==> src/rtl/hack_pkg.sv <==
// Shared definitions for the Hack CPU sequencer: state encoding, instruction bit positions, reset vector.
package hack_pkg;

    localparam int unsigned XLEN = 16;

    // Bit positions inside a Hack C-instruction
    localparam int unsigned C_BIT = 15;
    localparam int unsigned J1    = 2;
    localparam int unsigned J2    = 1;
    localparam int unsigned J3    = 0;

    localparam logic [XLEN-1:0] RESET_VECTOR_DEF = 16'h0000;

    typedef enum logic [2:0] {
        BOOT,
        FETCH,
        EXEC,
        HALT,
        ERROR
    } seq_state_e;

endpackage

==> src/rtl/hack_jump_unit.sv <==
// Hack jump resolution: decides whether a C-instruction jumps and produces the following pc.
module hack_jump_unit
    import hack_pkg::*;
(
    input  logic [XLEN-1:0] instr,
    input  logic            alu_zr,
    input  logic            alu_ng,
    input  logic [XLEN-1:0] a_reg,
    input  logic [XLEN-1:0] pc,
    output logic [XLEN-1:0] next_pc,
    output logic            taken
);

    // comp/dest fields are decoded by the datapath, not here
    logic unused_instr_bits;
    assign unused_instr_bits = ^instr[C_BIT-1:J1+1];

    always_comb begin
        taken   = instr[C_BIT] & ((instr[J1] & alu_ng) |
                                  (instr[J2] & alu_zr) |
                                  (instr[J3] & ~alu_ng & ~alu_zr));
        next_pc = taken ? a_reg : pc + XLEN'(1);
    end

endmodule

==> src/rtl/hack_seq_ctrl.sv <==
// Fetch/execute sequencer for the Hack CPU: owns pc, fetches over req/ack, one-cycle execute strobe.
// Optional breakpoint compare is enabled by defining HACK_SEQ_BREAKPOINT_EN.
module hack_seq_ctrl
    import hack_pkg::*;
#(
    parameter logic [XLEN-1:0] RESET_VECTOR  = RESET_VECTOR_DEF,
    parameter int unsigned     FETCH_TIMEOUT = 255,
    parameter int unsigned     TO_W          = 8
) (
    input  logic            clk,
    input  logic            reset,
    output logic            imem_req,
    output logic [XLEN-1:0] imem_addr,
    input  logic            imem_ack,
    input  logic [XLEN-1:0] imem_rdata,
    output logic [XLEN-1:0] instr,
    output logic            instr_valid,
    input  logic            alu_zr,
    input  logic            alu_ng,
    input  logic [XLEN-1:0] a_reg,
    output logic [XLEN-1:0] pc,
    input  logic            halt_req,
    input  logic            step_req,
    output logic            halted,
`ifdef HACK_SEQ_BREAKPOINT_EN
    input  logic            bp_en,
    input  logic [XLEN-1:0] bp_addr,
    output logic            bp_hit,
`endif
    output logic            fetch_err
);

    localparam logic [TO_W-1:0] TO_LAST = TO_W'(FETCH_TIMEOUT - 1);

    seq_state_e      state;
    logic [TO_W-1:0] to_cnt;
    logic            step_flag;
    logic [XLEN-1:0] jump_pc_c;
    logic            jump_taken_unused;
    logic            bp_trip_c;

    hack_jump_unit u_jump (
        .instr   (instr),
        .alu_zr  (alu_zr),
        .alu_ng  (alu_ng),
        .a_reg   (a_reg),
        .pc      (pc),
        .next_pc (jump_pc_c),
        .taken   (jump_taken_unused)
    );

    assign imem_addr = pc;

`ifdef HACK_SEQ_BREAKPOINT_EN
    // Compare the pc about to be fetched; the HALT->FETCH resume path never consults this.
    always_comb begin
        bp_trip_c = 1'b0;
        if (bp_en) begin
            if (state == BOOT) begin
                bp_trip_c = (pc == bp_addr);
            end else if (state == EXEC && !halt_req && !step_flag) begin
                bp_trip_c = (jump_pc_c == bp_addr);
            end
        end
    end
`else
    assign bp_trip_c = 1'b0;
`endif

    always_ff @(posedge clk or negedge reset) begin
        if (!reset) begin
            state       <= BOOT;
            pc          <= RESET_VECTOR;
            instr       <= '0;
            imem_req    <= 1'b0;
            instr_valid <= 1'b0;
            halted      <= 1'b0;
            fetch_err   <= 1'b0;
            to_cnt      <= '0;
            step_flag   <= 1'b0;
`ifdef HACK_SEQ_BREAKPOINT_EN
            bp_hit      <= 1'b0;
`endif
        end else begin
            instr_valid <= 1'b0;
`ifdef HACK_SEQ_BREAKPOINT_EN
            bp_hit      <= bp_trip_c;
`endif
            unique case (state)
                BOOT: begin
                    if (bp_trip_c) begin
                        state  <= HALT;
                        halted <= 1'b1;
                    end else begin
                        state    <= FETCH;
                        imem_req <= 1'b1;
                    end
                end
                FETCH: begin
                    // An ack arriving on the final allowed cycle still completes the fetch
                    if (imem_ack) begin
                        instr       <= imem_rdata;
                        to_cnt      <= '0;
                        imem_req    <= 1'b0;
                        instr_valid <= 1'b1;
                        state       <= EXEC;
                    end else begin
                        to_cnt <= to_cnt + TO_W'(1);
                        if (to_cnt == TO_LAST) begin
                            state     <= ERROR;
                            imem_req  <= 1'b0;
                            fetch_err <= 1'b1;
                        end
                    end
                end
                EXEC: begin
                    pc <= jump_pc_c;
                    if (halt_req || step_flag) begin
                        state     <= HALT;
                        halted    <= 1'b1;
                        step_flag <= 1'b0;
                    end else if (bp_trip_c) begin
                        state  <= HALT;
                        halted <= 1'b1;
                    end else begin
                        state    <= FETCH;
                        imem_req <= 1'b1;
                    end
                end
                HALT: begin
                    if (step_req || !halt_req) begin
                        step_flag <= step_req;
                        state     <= FETCH;
                        halted    <= 1'b0;
                        imem_req  <= 1'b1;
                    end
                end
                ERROR: begin
                    state <= ERROR;
                end
                default: begin
                    state     <= ERROR;
                    imem_req  <= 1'b0;
                    fetch_err <= 1'b1;
                end
            endcase
        end
    end

endmodule

==> config.mk <==
export PLATFORM = sky130hd
export DESIGN_NAME = hack_seq_ctrl
export DESIGN_NICKNAME = d
export VERILOG_FILES = /design/src/rtl/hack_pkg.sv /design/src/rtl/hack_jump_unit.sv /design/src/rtl/hack_seq_ctrl.sv
export SDC_FILE = /design/constraint.sdc
export NUM_CORES = 1
export LEC_CHECK = 0
export ABC_AREA = 1
export ABC_CLOCK_PERIOD_IN_PS = 1300
export CAP_MARGIN = 10
export CORE_MARGIN = 2
export CORE_UTILIZATION = 42
export CTS_CLUSTER_SIZE = 28
export DETAILED_ROUTE_END_ITERATION = 10
export HOLD_SLACK_MARGIN = 0.03
export PLACE_DENSITY = 0.73
export SYNTH_ARGS = -nofsm -noshare
export SYNTH_HDL_FRONTEND = slang
export SYNTH_HIERARCHICAL = 1
export SYNTH_SLANG_ARGS = --single-unit
==> constraint.sdc <==
create_clock -name clk -period 1.3 [get_ports clk]
set_clock_uncertainty 0.1 [all_clocks]
set_input_delay 0.195 -clock clk [delete_from_list [all_inputs] [get_ports clk]]
set_output_delay 0.195 -clock clk [all_outputs]
set_load 0.005 [all_outputs]
==> run summary <==
The setup TNS is -2.43 ns. The path class of the tightest hold or removal check is primary input to asynchronous set/reset pin. Setup slack after layout: -0.218 ns. The worst IR drop on VDD is 715 µV. Overflow left after global routing: 0. The routed design has 8390 µm of wire. The run gives 0.196 ns as the worst hold slack across all endpoints. The final number of max-transition violations was 0; the power per unit of standard cell area was 632 nW/µm². Synthesis produced a netlist with a net count of 423. dfrtp_1 takes more of the synthesized area than any other cell. The worst path buffer plus inverter count works out to 2.

Tracing the worst setup path back leads to its startpoint at imem_addr[1]$_DFFE_PN0P_. The total area inside the core boundary comes to 6390 µm². The sequential-to-total area share from yosys stat is 0.431, and the via count of the first global-routing pass is 2917. Broken down by cell family, the worst path's largest delay share belongs to simple AND/OR/NAND/NOR gates. The pre-antenna-repair detailed-routing pass consisted of 4 iterations. The wire length of the first global-routing pass was 12700 µm.

Among the stages of the critical path, the cell type that occurs most often is nand2_1. Library cell contributing the largest single delay on the critical path: dfrtp_1. Relative to the synthesized area, the layout overhead comes to 67.5%. The gate count after technology mapping is 381.

After detailed placement, the design holds a cell count of 568. For this block, the initial DRC count from the detailed router was 131. For this run, design rule violations remaining after detail routing come to 0.

The run gives 0.213 as the total routing resource utilization after global routing. Setup repair after global routing could not meet its margin everywhere. Level count of the clock H-tree: 2. For this run, the post-layout net count is 580. The run finished, with violations left.

The initial antenna violation count was 0. Source of the worst register-to-register timing path: imem_addr[1]$_DFFE_PN0P_. The clock period minus worst slack is 1.52 ns. The clock sink count was 48; the reg-to-reg setup timing slack was -0.22 ns. Dividing the detail-routed wire length by the instance count gives 13.6 µm.

Clock tree synthesis inserted a total of 5 buffers. Summed over all cells, the static leakage comes to 2.54 nW. The portion of synthesized cell area occupied by the leading cell type was 0.431; the warning count from the yosys run was 6. The die boundary width is 85.5 µm.

Row generation in the floorplan step produced 29 rows. By area the synthesized netlist is led by dfrtp_1 43%, nand2_1 24%, buf_4 4.8%, nand3_1 4.7%, inv_1 3.8%. The run gives 0.437 as the starting density of the core. The finished layout holds 616 standard cells, fillers aside. Based on the critical path, the design can be clocked at up to 659 MHz.

Kind of start point of the critical path: a flip-flop. The layout has 482 filler cells. Along the worst path, the maximum fanout reaches 4. The final reports fail on negative setup slack.

In this run the tool buffered the top-level ports with 90 buffer cells. The diode insertion count for antenna repair was 0. Data on the critical path is required at its endpoint by 1.45 ns.

The summed instance area of the synthesized netlist was 2790 µm². The signal on the critical path passes through buf_6, buf_6, nand2_2, nor2_4, nand2_4, o21ai_2, nand3_2, nand2_1, nand2_1, nand2_1. The clock transition at the registers of the reported paths came out at 0.10 ns. Clock latency on the worst-skew pair, taken at its later pin, is 0.30 ns.

The final-report hold violation count is 0. The critical path is of the flip-flop to flip-flop type. The final route contains 2974 vias. The pin count of the biggest net entering global routing was 39. Type of destination of the critical path: a flip-flop. The worst-case headroom to the max-slew limit was 0.808. During I/O placement, the number of pins put on the boundary was 91.

The die is 85.5 µm tall. The share of post-route cells with drive strength above 1 is 0.354. The number of buffers between clock root and the deepest sink was 2.

TritonCTS built the clock tree. Count of antenna-violating nets left after detailed routing: 0. At the pin with the least slew margin, the transition time is 0.288 ns. The final clock period utilization by the worst path works out to 1.17. The final standard cell utilization of the core is 0.732, and the unique cell type count in the Yosys netlist is 28.

For the reported max-cap violation count, the log shows 0. The tools report the clock root buffer as clkbuf_8. For the arrival time of data at the critical path endpoint, the log shows 1.67 ns.

The die covers 7310 µm². The setup-violating endpoint count in the final report is 23, and the total of flip-flops plus latches after synthesis is 48. The congestion estimate from routability-driven global placement came to 0.857.

The via density per instance came out at 4.83. Dividing the synthesized area by the synthesized cell count gives 7.32 µm². The HPWL reported at the end of detailed placement is 5250 µm, and the maximum cell stage delay along the critical path is 0.39 ns.
-- report_power, final --
part | switching (mW) | internal (mW) | leakage (nW)
clock | 0.544 | 0.580 | 0.0548
combinational | 0.114 | 0.180 | 1.95
sequential | 0.0159 | 1.52 | 0.535
total | 0.674 | 2.28 | 2.54
-- timing repair --
action                     CTS  global route
hold endpoints to repair    48             0
hold buffers                 1             0
setup endpoints to repair   71            76
pin swaps                   20            30
buffers inserted            28            13
cloned                       0             2
resized for setup          148            88
-- state kept, by name, summed over array words and instances (netlist names) --
signal       cells
to_cnt           8
imem_addr       16
instr           16
instr_valid      1
fetch_err        1
halted           1
step_flag        1
imem_req         1
state            3
-- cells by family after synthesis --
| group | after synthesis | share of synthesized area |
|---|---|---|
| buf+inv | 57 | 0.117 |
| compound gates | 19 | 0.0359 |
| fa+ha+maj | 3 | 0.0135 |
| xor+xnor | 6 | 0.0188 |
| flops | 48 | 0.431 |
| simple gates | 248 | 0.384 |
-- cell type report --
type,count,area [µm²],share of cell area
Sequential cell,48,1210,0.259
Clock buffer,5,68.8,0.0147
Inverter,33,139,0.0297
Multi-Input combinational cell,276,1530,0.327
Clock inverter,3,46.3,0.00991
Tap cell,77,96.3,0.0206
Timing Repair Buffer,174,1590,0.339
-- cells in the mapped netlist --
cell,count
nand2_1,176
dfrtp_1,48
inv_1,28
nand3_1,26
nor2_1,22
buf_4,18
o21ai_0,8
o21ai_1,5
a21oi_1,4
buf_6,4
inv_2,4
nand2_2,4
nand4_1,4
ha_1,3
nand3_2,3
nor2_2,3
nor2_4,3
nor3_1,3
xnor2_1,3
xor2_1,3
o21bai_1,2
buf_2,1
clkbuf_8,1
inv_4,1
nand3_4,1
nand3b_1,1
nor2_8,1
or2_1,1
-- layer usage --
metal  track usage  routed length, µm  vias up  part of all wire
li1              -                  -     1476                 -
met1         0.252               3320     1394              0.40
met2         0.396               4460       89              0.53
met3        0.0375                430       15             0.051
met4        0.0592                175        0             0.021
met5             0                  0        -                 0
-- worst register-to-register path, cell delays in order (launching register included) --
cell	delay (ns)
dfrtp_1	0.39
buf_6	0.11
buf_6	0.10
nand2_2	0.07
nor2_4	0.12
nand2_4	0.09
o21ai_2	0.19
nand3_2	0.09
nand2_1	0.09
nand2_1	0.06
nand2_1	0.06
-- per-stage QoR --
step,worst slack [ns],total power [mW],area [µm²]
floorplan,-0.109,1.62,2810
global placement,-0.310,1.85,3950
detailed placement,-0.361,1.85,3950
CTS,-0.149,2.96,4380
global route,-0.281,3.07,4670
finish,-0.218,2.95,4670
-- cells in the final DEF, fill, tap and decap left out, types with 5 or more instances in the layout --
cell type	n
dlygate4sd2_1	16
o21ai_1	5
clkdlybuf4s15_1	15
buf_6	29
nand3_2	10
nor2_4	9
dfrtp_2	7
inv_1	22
buf_4	57
clkbuf_2	6
nor2_1	15
nand3_1	15
o21ai_2	6
dfrtp_1	41
nand2_1	159
clkdlybuf4s50_1	35
buf_2	9
nand3_4	5
nand2_2	16
clkbuf_8	5
inv_2	8
-- final timing paths --
kind                       cells after the start                        end
max                                           10  imem_addr[15]$_DFFE_PN0P_
min                                            2   imem_addr[3]$_DFFE_PN0P_
max reg2reg                                   10  imem_addr[15]$_DFFE_PN0P_
min reg2reg                                    2      instr[14]$_DFFE_PN0P_
max in group asynchronous                      3       state[0]$_DFFE_PN0P_
min in group clk                               3       instr[0]$_DFFE_PN0P_
Power figures use the tool's default switching activity.
